<file path="config.mk">
export PLATFORM = sky130hd
export DESIGN_NAME = hemaia_reset_requester
export DESIGN_NICKNAME = d
export VERILOG_FILES = /design/src/rtl/hemaia_reset_requester.sv
export SDC_FILE = /design/constraint.sdc
export NUM_CORES = 1
export LEC_CHECK = 0
export CELL_PAD_IN_SITES_DETAIL_PLACEMENT = 0
export CELL_PAD_IN_SITES_GLOBAL_PLACEMENT = 1
export CORE_ASPECT_RATIO = 2
export CORE_UTILIZATION = 30
export CTS_CLUSTER_SIZE = 14
export DETAILED_ROUTE_END_ITERATION = 7
export HOLD_SLACK_MARGIN = 0.08
export PLACE_DENSITY_LB_ADDON = 0.1
export REMOVE_ABC_BUFFERS = 1
export SLEW_MARGIN = 20
export SYNTH_ARGS = -nofsm -noshare
export SYNTH_HDL_FRONTEND = slang
export SYNTH_SLANG_ARGS = --single-unit
</file>
<file path="constraint.sdc">
create_clock -name clk_i -period 3.2 [get_ports clk_i]
set_input_delay 0.48 -clock clk_i [delete_from_list [all_inputs] [get_ports clk_i]]
set_output_delay 0.48 -clock clk_i [all_outputs]
set_load 0.01 [all_outputs]
</file>
<file path="src/rtl/hemaia_reset_requester.sv">
// -----------------------------------------------------------------------------
// hemaia_reset_requester
//
// Issuing side of the per-channel reset path. A request carries a channel mask
// and a hold length and arrives over a valid/ready handshake. The block then:
//   1. Pulls the selected asynchronous local reset request lines low.
//   2. Waits until the reset controller reports those channels in reset. The
//      controller's synchronized reset state is fed back here and
//      re-synchronized.
//   3. Holds the lines low for the requested number of cycles.
//   4. Releases the lines and waits for the channels to leave reset.
// Completion is flagged with a one-cycle done pulse. If either wait exceeds
// the timeout, the request is aborted and the failing channels are reported.
// The block lives on the always-on clock. Resetting it only releases its own
// request lines; it never pulses a reset onto any other channel.
//
// Parameters
//   NumReset        number of reset channels (matches the reset controller)
//   MinPulseCycles  shortest hold once reset entry is confirmed
//   TimeoutCycles   cycle budget for each of the entry and exit waits
//   LenWidth        width of the requested hold length
//
// Ports
//   clk_i         always-on block clock
//   rst_ni        synchronous active-low reset
//   req_valid_i   request valid
//   req_ready_o   request ready, high only while idle
//   req_mask_i    channels to reset, bit i = channel i
//   req_len_i     requested hold length in clk_i cycles
//   local_rst_no  registered active-low reset requests to the controller
//   rst_state_i   controller reset state per channel (active low, async)
//   busy_o        high while a request is in progress
//   done_o        one-cycle completion pulse
//   err_o         timeout flag, valid with done_o, held until next accept
//   err_mask_o    channels that missed the awaited condition, held likewise
// -----------------------------------------------------------------------------
module hemaia_reset_requester #(
   parameter int unsigned NumReset       = 4,
   parameter int unsigned MinPulseCycles = 8,
   parameter int unsigned TimeoutCycles  = 1024,
   parameter int unsigned LenWidth       = 16
) (
   input  logic                clk_i,
   input  logic                rst_ni,
   input  logic                req_valid_i,
   output logic                req_ready_o,
   input  logic [NumReset-1:0] req_mask_i,
   input  logic [LenWidth-1:0] req_len_i,
   output logic [NumReset-1:0] local_rst_no,
   input  logic [NumReset-1:0] rst_state_i,
   output logic                busy_o,
   output logic                done_o,
   output logic                err_o,
   output logic [NumReset-1:0] err_mask_o
);

   localparam int unsigned TcntWidth = (TimeoutCycles > 1) ? $clog2(TimeoutCycles) : 1;
   localparam logic [TcntWidth-1:0] TcntLast = TcntWidth'(TimeoutCycles - 1);

   typedef enum logic [2:0] {
      IDLE,
      ENTER,
      HOLD,
      EXIT,
      DONE
   } state_e;

   state_e              state_q, state_d;

   logic [NumReset-1:0] fb_p0, fb_p1;
   logic [NumReset-1:0] fb;

   logic [NumReset-1:0] mask_q, mask_d;
   logic [LenWidth-1:0] len_q, len_d;
   logic [LenWidth-1:0] hcnt_q, hcnt_d;
   logic [TcntWidth-1:0] tcnt_q, tcnt_d;
   logic [NumReset-1:0] local_rst_q, local_rst_d;
   logic                err_q, err_d;
   logic [NumReset-1:0] err_mask_q, err_mask_d;

   logic                fb_all_in_rst;
   logic                fb_all_out_rst;
   logic                tcnt_last;
   logic                hcnt_last;

   // Raise the requested length to the minimum pulse and saturate at the
   // field width. A floor of one cycle keeps the hold terminal count
   // reachable even if MinPulseCycles is configured as zero.
   function automatic logic [LenWidth-1:0] clamp_len(input logic [LenWidth-1:0] len);
      logic [63:0] len_v;
      logic [63:0] floor_v;
      logic [63:0] max_v;
      floor_v = (MinPulseCycles > 0) ? 64'(MinPulseCycles) : 64'd1;
      max_v   = (64'd1 << LenWidth) - 64'd1;
      len_v   = 64'(len);
      if (len_v < floor_v) len_v = floor_v;
      if (len_v > max_v)   len_v = max_v;
      return len_v[LenWidth-1:0];
   endfunction

   // ---- feedback synchronizer: rst_state_i -> fb_p0 -> fb_p1 ----
   always_ff @(posedge clk_i) begin
      if (!rst_ni) begin
         fb_p0 <= '0;
         fb_p1 <= '0;
      end else begin
         fb_p0 <= rst_state_i;
         fb_p1 <= fb_p0;
      end
   end

   assign fb = fb_p1;

   // Only the selected channels take part in the entry/exit decisions.
   assign fb_all_in_rst  = ((fb & mask_q) == '0);
   assign fb_all_out_rst = ((fb & mask_q) == mask_q);
   assign tcnt_last      = (tcnt_q == TcntLast);
   assign hcnt_last      = (hcnt_q == (len_q - LenWidth'(1)));

   // ---- next-state and registered-output logic ----
   always_comb begin
      state_d     = state_q;
      mask_d      = mask_q;
      len_d       = len_q;
      hcnt_d      = hcnt_q;
      tcnt_d      = tcnt_q;
      local_rst_d = local_rst_q;
      err_d       = err_q;
      err_mask_d  = err_mask_q;

      unique case (state_q)
         IDLE: begin
            // req_ready_o is high throughout IDLE, so valid alone is an accept.
            if (req_valid_i) begin
               mask_d     = req_mask_i;
               len_d      = clamp_len(req_len_i);
               err_d      = 1'b0;
               err_mask_d = '0;
               tcnt_d     = '0;
               hcnt_d     = '0;
               if (req_mask_i != '0) begin
                  state_d     = ENTER;
                  local_rst_d = ~req_mask_i;
               end else begin
                  state_d = DONE;
               end
            end
         end

         ENTER: begin
            // Reaching the condition on the terminal cycle still counts as success.
            if (fb_all_in_rst) begin
               state_d = HOLD;
               tcnt_d  = '0;
               hcnt_d  = '0;
            end else if (tcnt_last) begin
               state_d     = DONE;
               err_d       = 1'b1;
               err_mask_d  = fb & mask_q;
               local_rst_d = '1;
               tcnt_d      = '0;
            end else begin
               tcnt_d = tcnt_q + TcntWidth'(1);
            end
         end

         HOLD: begin
            // Lines rise on the same edge that enters EXIT, so the low
            // interval after entry confirmation is exactly len_q cycles.
            if (hcnt_last) begin
               state_d     = EXIT;
               local_rst_d = '1;
               hcnt_d      = '0;
               tcnt_d      = '0;
            end else begin
               hcnt_d = hcnt_q + LenWidth'(1);
            end
         end

         EXIT: begin
            if (fb_all_out_rst) begin
               state_d = DONE;
               tcnt_d  = '0;
            end else if (tcnt_last) begin
               state_d    = DONE;
               err_d      = 1'b1;
               err_mask_d = ~fb & mask_q;
               tcnt_d     = '0;
            end else begin
               tcnt_d = tcnt_q + TcntWidth'(1);
            end
         end

         DONE: begin
            state_d = IDLE;
         end

         default: begin
            state_d     = IDLE;
            local_rst_d = '1;
         end
      endcase
   end

   // ---- control registers ----
   always_ff @(posedge clk_i) begin
      if (!rst_ni) begin
         state_q     <= IDLE;
         local_rst_q <= '1;
         err_q       <= 1'b0;
         err_mask_q  <= '0;
         tcnt_q      <= '0;
         hcnt_q      <= '0;
      end else begin
         state_q     <= state_d;
         local_rst_q <= local_rst_d;
         err_q       <= err_d;
         err_mask_q  <= err_mask_d;
         tcnt_q      <= tcnt_d;
         hcnt_q      <= hcnt_d;
      end
   end

   // ---- request data registers ----
   // These are only read after an accept has loaded them, so they need no reset.
   always_ff @(posedge clk_i) begin
      mask_q <= mask_d;
      len_q  <= len_d;
   end

   assign req_ready_o  = (state_q == IDLE);
   assign busy_o       = (state_q != IDLE);
   assign done_o       = (state_q == DONE);
   assign local_rst_no = local_rst_q;
   assign err_o        = err_q;
   assign err_mask_o   = err_mask_q;

endmodule

</file>
==> results.md, run 1 <==
- Asr flop ratio synth: 0%
- Synth Register Bits: 66
- Top Usage Layer GRT: met2
- Power per cell area: 548.5 nW/um^2
- Layout cell share with drive strength beyond 1: 9.953%
- FMAX: 337.4 MHz
- Max rail drop VDD: 278.3 uV
- Ys Warns: 0
- Hold WC Path Type: flip-flop to flip-flop
- Slew headroom: 33.21%
- PortBufs: 38
- Placed Instances: 548
- Synth top area share: 25.93%
- Post-place instance area: 4068 sq um
- Count of cell types in the netlist: 61
- # DRC: 0
- Worst Setup End Kind: flip-flop
- M1 GR Usage: 17.28%
- Avg WL per Cell: 17.15 microns
- Hold_ws: 0.4293 ns
- Clock transition at path regs: 0.06 ns
- Fin nets: 447
- Initial antenna violation count: 0
- Setup repair bufs after CTS: 0
- Met3 Usage GRT: 3.509%
- Lkg Pwr: 1.539 nW
- Via density: 5.285
- Period minus WS final: 2.964 ns
- Row count: 55
- Global route overflow: 0
- DR iter-0 viols: 112
- I/O Pins: 39
- Util after Layout: 38.38%
- Via count: 2,981
- Cell Area, Synth: 3551 sq um
- Die height: 155.9 microns
- Unrepaired setup endpoints after global routing: no
- Final slew viol count: 0
- Setup Skew: 0.008488 ns
- Endpoints failing hold: 0
- Vias in the first global route: 3,123
- Final period util: 92.62%
- Setup TNS: 0 ns
- Arrival time worst endpoint: 3.20 ns
- GP Congestion: 0.7626
- Crit Path Max Fanout: 10
- Root buffer cell: clkbuf_16
- Clk_lat worst skew: 0.34 ns
- Final setup fails: 0
- Startpoint types: flip-flop
- Synth area leaders: dfxtp_1, edfxtp_1, xor2_1
- Slew @ Worst Pin: 1.001 ns
- First-pass GRT wire length: 15,960 microns
- Die area: 12,300 sq um
- Antenna-violating nets left: 0
- GRT met2 Usage: 32.38%
- CP Class: flip-flop to flip-flop
- H-tree depth: 3
- Final design area excluding fillers: 4384 sq um
- CTS sink cnt: 66
- Overall fraction of global-route tracks in use: 17.35%
- WL final: 9675 microns
- FILL cells: 1,217
- Synth Area per Inst: 9.223 sq um
- Total core area: 11,420 sq um
- Count of TritonRoute iterations in the first routing pass: 4
- Layout area overhead: 23.47%
- TritonCTS clock tree: built
- Most area-hungry cell type in the Yosys netlist: dfxtp_1
- Synth Instances: 385
- Fin cells: 564
- Synth Flop Type: dfxtp_1
- Largest net degree at the start of global routing: 30
- TritonCTS Buffers: 9
- Status: finished, final reports clean
- Post-synth EDFFs: 20
- Required @ worst endpoint: 3.43 ns
- Hold buffers post-CTS: 0
- Starting Density: 31.08%
- Reg-to-reg setup timing slack: 0.24 ns
- Chip width: 78.93 microns
- CTS Buffer Depth: 2
- N_diodes: 0
- Post-synthesis sequential area ratio: 42.85%
- Maxcap violations: 0
- Dpl hpwl: 7147 microns
-- Yosys cell counts (all sizes together), types with 4 or more instances --
| master | n |
|---|---|
| xnor2 | 13 |
| nand4 | 12 |
| a311oi | 4 |
| a31oi | 10 |
| nor2 | 25 |
| nand3 | 13 |
| nand2b | 6 |
| xor2 | 21 |
| o21ai | 21 |
| edfxtp | 20 |
| dfxtp | 46 |
| nor3 | 9 |
| a21oi | 19 |
| nand2 | 29 |
| nor4 | 6 |
| and3 | 8 |
| nor2b | 7 |
| clkbuf | 25 |
| a211oi | 15 |
| inv | 10 |
| or2 | 4 |
| and2 | 14 |
-- worst max-delay path, stage by stage (launching register included) --
cell and delay (ns):
edfxtp_1 0.44, inv_1 0.09, ha_1 0.16, or3b_1 0.53, nor4_4 0.28, mux2i_1 0.23, a31oi_1 0.11, o22ai_2 0.41
o31ai_4 0.11, buf_4 0.20, a311oi_1 0.28
-- per-stage QoR --
stage	total power [W]	setup slack (ns)
floorplan	0.001219	0.4409
global placement	0.001411	0.1787
detailed placement	0.001411	0.1418
CTS	0.002434	0.1160
global route	0.002523	0.03878
finish	0.002405	0.2362
-- timing repair --
action	CTS	global route
endpoints found under the hold margin	0	0
setup endpoints to repair	0	14
gates resized for setup	0	1
-- cells in the final DEF, fill, tap and decap left out, types with 11 or more instances in the layout --
cell type        instances
a211oi_1                15
a21oi_1                 19
and2_1                  14
buf_4                   11
clkdlybuf4s50_1         38
dfxtp_1                 46
edfxtp_1                20
nand2_1                 29
nand3_1                 13
nand4_1                 12
nor2_1                  25
o21ai_0                 20
xnor2_1                 13
xor2_1                  21
-- registers in the layout (all words and copies together) (netlist names) --
name,count
len_q,16
mask_q,4
err_mask_o,4
err_o,1
fb_p0,4
fb,4
local_rst_no,4
state_q,3
hcnt_q,16
tcnt_q,10
-- routing by layer --
layer	part of all wire (%)	routed length, microns
met1	38	3638
met2	55	5342
met5	0	0
met3	3.0	286
met4	4.2	408
-- final timing paths --
kind | startpoint | end | cells after the start
worst max-delay path | len_q[0]$_DFFE_PP_ | tcnt_q[9]$_SDFFE_PN0P_ | 10
worst min-delay path | fb_p0[3]$_SDFF_PN0_ | fb[3]$_SDFF_PN0_ | 1
worst max register to register | len_q[0]$_DFFE_PP_ | tcnt_q[9]$_SDFFE_PN0P_ | 10
worst min register to register | fb_p0[3]$_SDFF_PN0_ | fb[3]$_SDFF_PN0_ | 1
-- area by class of cell --
type                       count  area, sq um  share of cell area, %
multi-input combinational    281         1876                  42.78
sequential                    66         1521                  34.70
timing repair buffer          49        462.9                  10.56
clock buffer                  12        277.8                  6.336
tap                          142        177.7                  4.053
inverter                      10        37.54                 0.8562
clock inverter                 4        31.28                 0.7135
-- where the power goes --
group	switching [W]	internal [W]
logic	0.000242	0.000175
clock network	0.000393	0.000617
registers	0.0000552	0.000922
total	0.000690	0.00171
-- logic make-up (layout without fill, tap and decap cells) --
family,Yosys count,count (layout),synth area share [%]
AND/OR/NAND/NOR,151,151,24.45
AO/OA/AOI/OAI,91,91,18.15
flip-flops,66,66,42.85
buffers and inverters,38,75,4.546
XOR/XNOR,34,34,8.386
adder cells (fa/ha/maj),3,3,1.057
multiplexers,2,2,0.5638
(Power assumes the default switching activity.)
==> inputs of run 2 (changes only) <==
--- a/config.mk
+++ b/config.mk
@@ -11,7 +11,7 @@
 export CORE_UTILIZATION = 30
 export CTS_CLUSTER_SIZE = 14
 export DETAILED_ROUTE_END_ITERATION = 7
-export HOLD_SLACK_MARGIN = 0.08
+export HOLD_SLACK_MARGIN = 0.15
 export PLACE_DENSITY_LB_ADDON = 0.1
 export REMOVE_ABC_BUFFERS = 1
 export SLEW_MARGIN = 20
==> constraint.sdc (replaced) <==
create_clock -name clk_i -period 2.5 [get_ports clk_i]
set_input_delay 0.375 -clock clk_i [delete_from_list [all_inputs] [get_ports clk_i]]
set_output_delay 0.375 -clock clk_i [all_outputs]
set_load 0.01 [all_outputs]
==> results.md, run 2 (synthesis results as in run 1) <==
- CP max-delay cell: or3b_4
- I/O Pins: 39 (unchanged)
- Commonest non-fill, non-tap cells in the layout: dfxtp_1, buf_4, clkdlybuf4s50_1
- Vias in the first global route: 3,213 (+2.9%)
- Via count: 3,065 (+2.8%)
- Clock transition at path regs: 0.06 ns (about the same)
- Global route overflow: 0 (unchanged)
- Area occupied by multi-input gates: 1911 sq um (+1.9%)
- Startpoint types: flip-flop
- Antenna-violating nets left: 0 (unchanged)
- Via density: 5.134 (-2.9%)
- Period minus WS final: 2.659 ns (-0.3045 ns)
- Avg WL per Cell: 16.74 microns (-2.4%)
- Fin nets: 480 (+7.4%)
- First-pass GRT wire length: 16,160 microns (+1.3%)
- Die height: 155.9 microns (unchanged)
- FILL cells: 1,217 (unchanged)
- Starting Density: 31.08% (unchanged)
- Chip width: 78.93 microns (unchanged)
- Setup Skew: 0.007760 ns (-0.0007277 ns)
- TritonCTS Buffers: 9 (unchanged)
- Crit Path Max Fanout: 6 (-4)
- Dpl hpwl: 7656 microns (+7.1%)
- DR iter-0 viols: 135 (+21%)
- Unrepaired setup endpoints after global routing: yes
- TritonCTS clock tree: built
- Clk_lat worst skew: 0.34 ns (about the same)
- Hold buffers post-CTS: 0 (unchanged)
- N_diodes: 0 (unchanged)
- Initial antenna violation count: 0 (unchanged)
- Hold_ws: 0.4303 ns (+0.0009990 ns)
- Regs by FF count: hcnt_q x16, len_q x16, tcnt_q x10
- CTS Buffer Depth: 2 (unchanged)
- Row count: 55 (unchanged)
- Layout cell share with drive strength beyond 1: 18.02% (+8.1 points)
- WL final: 9991 microns (+3.3%)
- Required @ worst endpoint: 2.73 ns (-0.70 ns)
- FMAX: 376.0 MHz (+11%)
- Final worst-path setup slack: -0.1593 ns (-0.3955 ns)
- Die area: 12,300 sq um (unchanged)
- CP max stage delay: 0.42 ns (-0.11 ns)
- Hold WC Path Type: flip-flop to flip-flop
- Status: complete, but fails checks
- Worst Setup End Kind: flip-flop
- Final period util: 106.4% (+14 points)
- PortBufs: 38 (unchanged)
- Count of TritonRoute iterations in the first routing pass: 4 (unchanged)
- Root buffer cell: clkbuf_16
- Overall fraction of global-route tracks in use: 17.47% (+0.13 points)
- Lkg Pwr: 1.686 nW (+9.6%)
- Violated checks: negative setup slack
- Slew headroom: 63.66% (+30 points)
- Worst-path cell chain: inv_1 -> ha_2 -> or3b_4 -> buf_6 -> nor4_4 -> nand4b_1 -> a31oi_1 -> o22ai_4 -> o311ai_1 -> buf_4 -> a21oi_1
- Register area: 1521 sq um (unchanged)
- Largest net degree at the start of global routing: 21 (-30%)
- Final slew viol count: 0 (unchanged)
- Total core area: 11,420 sq um (unchanged)
- Arrival time worst endpoint: 2.89 ns (-0.31 ns)
- Endpoints failing hold: 0 (unchanged)
- Util after Layout: 40.79% (+2.4 points)
- Layout area overhead: 31.22%
- Commonest non-fill, non-tap cell in the layout: dfxtp_1
- Power per cell area: 655.5 nW/um^2 (+20%)
- CTS sink cnt: 66 (unchanged)
- # DRC: 0 (unchanged)
- GP Congestion: 0.8324 (+9.2%)
- H-tree depth: 3 (unchanged)
- Maxcap violations: 0 (unchanged)
- Max rail drop VDD: 372.8 uV (+34%)
- Final setup fails: 31 (+31)
- Slew @ Worst Pin: 0.5410 ns (-0.4597 ns)
- CP Class: flip-flop to flip-flop
run 2: cell types whose count changed in the layout (fill, tap and decap cells not counted), moves of 2 or more:
cell	before	now
clkinv_2	0	2
inv_6	0	2
clkbuf_8	2	0
buf_6	0	3
buf_4	11	40
run 2: area by class of cell:
type	instances	share of cell area, %
inverter	10	0.8056
timing repair buffer	82	15.76
clock inverter	7	1.128
tap	142	3.813
clock buffer	9	4.834
multi-input combinational	281	41.00
sequential	66	32.65
run 2: power breakdown:
group / internal, W / leakage, nW / switching, W
Combinational: 0.000289 / 0.986 / 0.000344
Clock: 0.000677 / 0.136 / 0.000511
Sequential: 0.00118 / 0.564 / 0.0000536
Total: 0.00215 / 1.69 / 0.000909
run 2: worst paths after layout:
kind	depth (start not counted)	startpoint	to	slack [ns]
setup reg to reg	11	len_q[0]$_DFFE_PP_	tcnt_q[1]$_SDFFE_PN0P_	-0.16
setup / recovery	11	len_q[0]$_DFFE_PP_	tcnt_q[1]$_SDFFE_PN0P_	-0.16
hold reg to reg	1	fb_p0[2]$_SDFF_PN0_	fb[2]$_SDFF_PN0_	0.43
hold / removal	1	fb_p0[2]$_SDFF_PN0_	fb[2]$_SDFF_PN0_	0.43
run 2: repair_timing:
| item | CTS | global route |
|---|---|---|
| buffers inserted | 0 | 1 |
| pin swaps | 3 | 1 |
| gates cloned | 0 | 0 |
| setup endpoints to repair | 32 | 32 |
| resized for setup | 10 | 4 |
run 2: per-stage QoR:
step / instance area, sq um / setup TNS, ns / setup WS, ns / total power, W / instances
final: 4659 / -3.457 / -0.1593 / 0.003054 / 597
after global routing: 4659 / -9.007 / -0.3519 / 0.003199 / 597
after CTS: 4633 / -3.989 / -0.1812 / 0.003091 / 596
after detailed placement: 4320 / -7.476 / -0.3182 / 0.001876 / 580
after global placement: 4320 / -5.555 / -0.2429 / 0.001876 / 580
after floorplan: 3427 / -5.400 / -0.2591 / 0.001560 / 357
run 2: critical path, delay by kind of cell, from the launching register on:
family | cells | cell delay (ns)
compound gates | 4 | 0.82
simple gates | 3 | 0.79
flops | 1 | 0.39
buf+inv | 3 | 0.39
fa+ha+maj | 1 | 0.17
run 2: routing by layer:
metal | vias to the layer above | part of all wire [%] | track usage, %
li1 | 1540 | - | -
met1 | 1463 | 36 | 16.64
met2 | 44 | 58 | 34.99
met3 | 18 | 2.7 | 3.392
met4 | 0 | 2.7 | 7.186
met5 | - | 0 | 0
==> inputs of run 3 (changes only) <==
--- a/config.mk
+++ b/config.mk
@@ -11,6 +11,7 @@
 export CORE_UTILIZATION = 30
 export CTS_CLUSTER_SIZE = 14
 export DETAILED_ROUTE_END_ITERATION = 7
+export GPL_TIMING_DRIVEN = 0
 export HOLD_SLACK_MARGIN = 0.15
 export PLACE_DENSITY_LB_ADDON = 0.1
 export REMOVE_ABC_BUFFERS = 1
==> results.md, run 3 (synthesis results as in run 1) <==
- CTS Buffer Depth: 2 (unchanged)
- Hold WC Path Type: flip-flop to flip-flop
- Slew headroom: 32.57% (-31 points)
- Slew @ Worst Pin: 1.005 ns (+0.4642 ns)
- Via density: 5.243 (+2.1%)
- Fin nets: 456 (-5.0%)
- Row count: 55 (unchanged)
- Commonest non-fill, non-tap cell in the layout: dfxtp_1
- Endpoints failing hold: 0 (unchanged)
- Dpl hpwl: 6883 microns (-10%)
- Largest net degree at the start of global routing: 30 (+43%)
- Root buffer cell: clkbuf_16
- Layout area overhead: 32.31%
- I/O Pins: 39 (unchanged)
- Hold buffers post-CTS: 0 (unchanged)
- TritonCTS Buffers: 9 (unchanged)
- Total core area: 11,420 sq um (unchanged)
- Crit Path Max Fanout: 5 (-1)
- Required @ worst endpoint: 2.72 ns (about the same)
- Violated checks: negative setup slack
- Vias in the first global route: 3,129 (-2.6%)
- CP startpoint: len_q[0]$_DFFE_PP_
- PortBufs: 38 (unchanged)
- Overall fraction of global-route tracks in use: 17.55% (+0.080 points)
- Hold Path Origin: fb_p0[3]$_SDFF_PN0_
- Setup Skew: 0.006916 ns (-0.0008445 ns)
- Fin cells: 573 (-4.0%)
- CP Class: flip-flop to flip-flop
- First-pass GRT wire length: 16,220 microns (+0.35%)
- FMAX: 356.6 MHz (-5.2%)
- Arrival time worst endpoint: 3.03 ns (+0.14 ns)
- Antenna-violating nets left: 0 (unchanged)
- DR iter-0 viols: 95 (-30%)
- Worst Setup End Kind: flip-flop
- Global route overflow: 0 (unchanged)
- Final slew viol count: 0 (unchanged)
- Initial antenna violation count: 0 (unchanged)
- Layout cell share with drive strength beyond 1: 18.79% (+0.77 points)
- Reg2reg end: hcnt_q[0]$_SDFFE_PN0P_
- Count of TritonRoute iterations in the first routing pass: 4 (unchanged)
- Clk_lat worst skew: 0.33 ns (about the same)
- GP Congestion: 0.8014 (-3.7%)
- Critical path destination: hcnt_q[0]$_SDFFE_PN0P_
- Final setup fails: 33 (+6.5%)
- Final worst-path setup slack: -0.3041 ns (-0.1448 ns)
- Die height: 155.9 microns (unchanged)
- Startpoint types: flip-flop
- N_diodes: 0 (unchanged)
- Power per cell area: 663.7 nW/um^2 (+1.3%)
- Clock transition at path regs: 0.06 ns (about the same)
- # DRC: 0 (unchanged)
- CTS sink cnt: 66 (unchanged)
- Period minus WS final: 2.804 ns (+0.1448 ns)
- Lkg Pwr: 1.612 nW (-4.4%)
- Via count: 3,004 (-2.0%)
- Status: complete, but fails checks
- Die area: 12,300 sq um (unchanged)
- Reg-to-reg setup timing slack: -0.30 ns (-0.14 ns)
- Regs by FF count: hcnt_q x16, len_q x16, tcnt_q x10
- Chip width: 78.93 microns (unchanged)
- H-tree depth: 3 (unchanged)
- Setup TNS: -7.489 ns (-4.033 ns)
- WL final: 9843 microns (-1.5%)
- Avg WL per Cell: 17.18 microns (+2.6%)
- R2r startpoint: len_q[0]$_DFFE_PP_
- Final period util: 112.2% (+5.8 points)
- R2r worst-path depth: 9 (-2)
- Placed Instances: 538 (-7.2%)
- Max rail drop VDD: 367.1 uV (-1.6%)
- TritonCTS clock tree: built
- Commonest non-fill, non-tap cells in the layout: dfxtp_1, clkdlybuf4s50_1, nand2_1
- Starting Density: 31.08% (unchanged)
- Maxcap violations: 0 (unchanged)
- Unrepaired setup endpoints after global routing: yes
-- run 3: cell types whose count changed in the layout (fill, tap and decap cells not counted), sizes merged --
| cell | previous run | this run |
|---|---|---|
| inv | 12 | 10 |
| buf | 44 | 19 |
| clkinvlp | 1 | 0 |
| clkinv | 4 | 6 |
| clkbuf | 9 | 11 |
-- run 3: power by group --
part	switching, W	internal, W	total (W)
registers	0.0000872	0.00118	0.00127
clock network	0.000495	0.000730	0.00122
logic	0.000350	0.000276	0.000625
total	0.000932	0.00219	0.00312
-- run 3: worst min-delay path by stage --
| stage | endpoint | slack (ns) | depth (start not counted) |
|---|---|---|---|
| floorplan | fb[0]$_SDFF_PN0_ | 0.41 | 1 |
| global placement | fb[2]$_SDFF_PN0_ | 0.42 | 1 |
| detailed placement | fb[3]$_SDFF_PN0_ | 0.42 | 1 |
| CTS | fb[3]$_SDFF_PN0_ | 0.43 | 1 |
| global route | fb[3]$_SDFF_PN0_ | 0.44 | 1 |
| finish | fb[3]$_SDFF_PN0_ | 0.43 | 1 |
-- run 3: final cells by class --
cell class                      count  area (sq um)
Clock buffer                       10         250.2
Clock inverter                      6         38.79
Fill cell                        1174          6725
Inverter                           10         37.54
Multi-Input combinational cell    281          2087
Sequential cell                    66          1523
Tap cell                          142         177.7
Timing Repair Buffer               58         584.3
-- run 3: routing by layer --
| metal | global-route usage, % | share of wire (%) | vias to the layer above |
|---|---|---|---|
| met5 | 0 | 0 | - |
| met4 | 9.091 | 4.2 | 0 |
| met3 | 3.392 | 2.8 | 26 |
| met2 | 33.04 | 57 | 56 |
| met1 | 17.78 | 36 | 1424 |
| li1 | - | - | 1498 |
-- run 3: repair_timing --
action / CTS / global route
cloned: 1 / 0
gates resized for setup: 36 / 9
endpoints found under the setup margin: 32 / 38
setup buffers: 15 / 3
pin swaps: 3 / 4
-- run 3: through the flow --
step | util [%] | area (sq um) | hold WS (ns) | total power (W) | worst slack, ns
after global routing | 41.13 | 4698 | 0.4410 | 0.003276 | -0.4053
after CTS | 40.41 | 4616 | 0.4340 | 0.003133 | -0.2845
after detailed placement | 35.03 | 4001 | 0.4206 | 0.001778 | -0.8968
final | 41.13 | 4698 | 0.4286 | 0.003118 | -0.3041
after global placement | 34.89 | 3985 | 0.4168 | 0.001767 | -0.8807
after floorplan | - | 3427 | 0.4118 | 0.001560 | -0.2591
-- run 3: worst max-delay path: stages, from the launching register on --
cell       delay [ns]
edfxtp_1         0.46
buf_6            0.16
or4_4            0.57
o21ai_4          0.17
o311ai_4         0.13
a2111oi_4        0.40
nand4b_4         0.21
buf_6            0.17
o21a_2           0.23
o211a_1          0.20
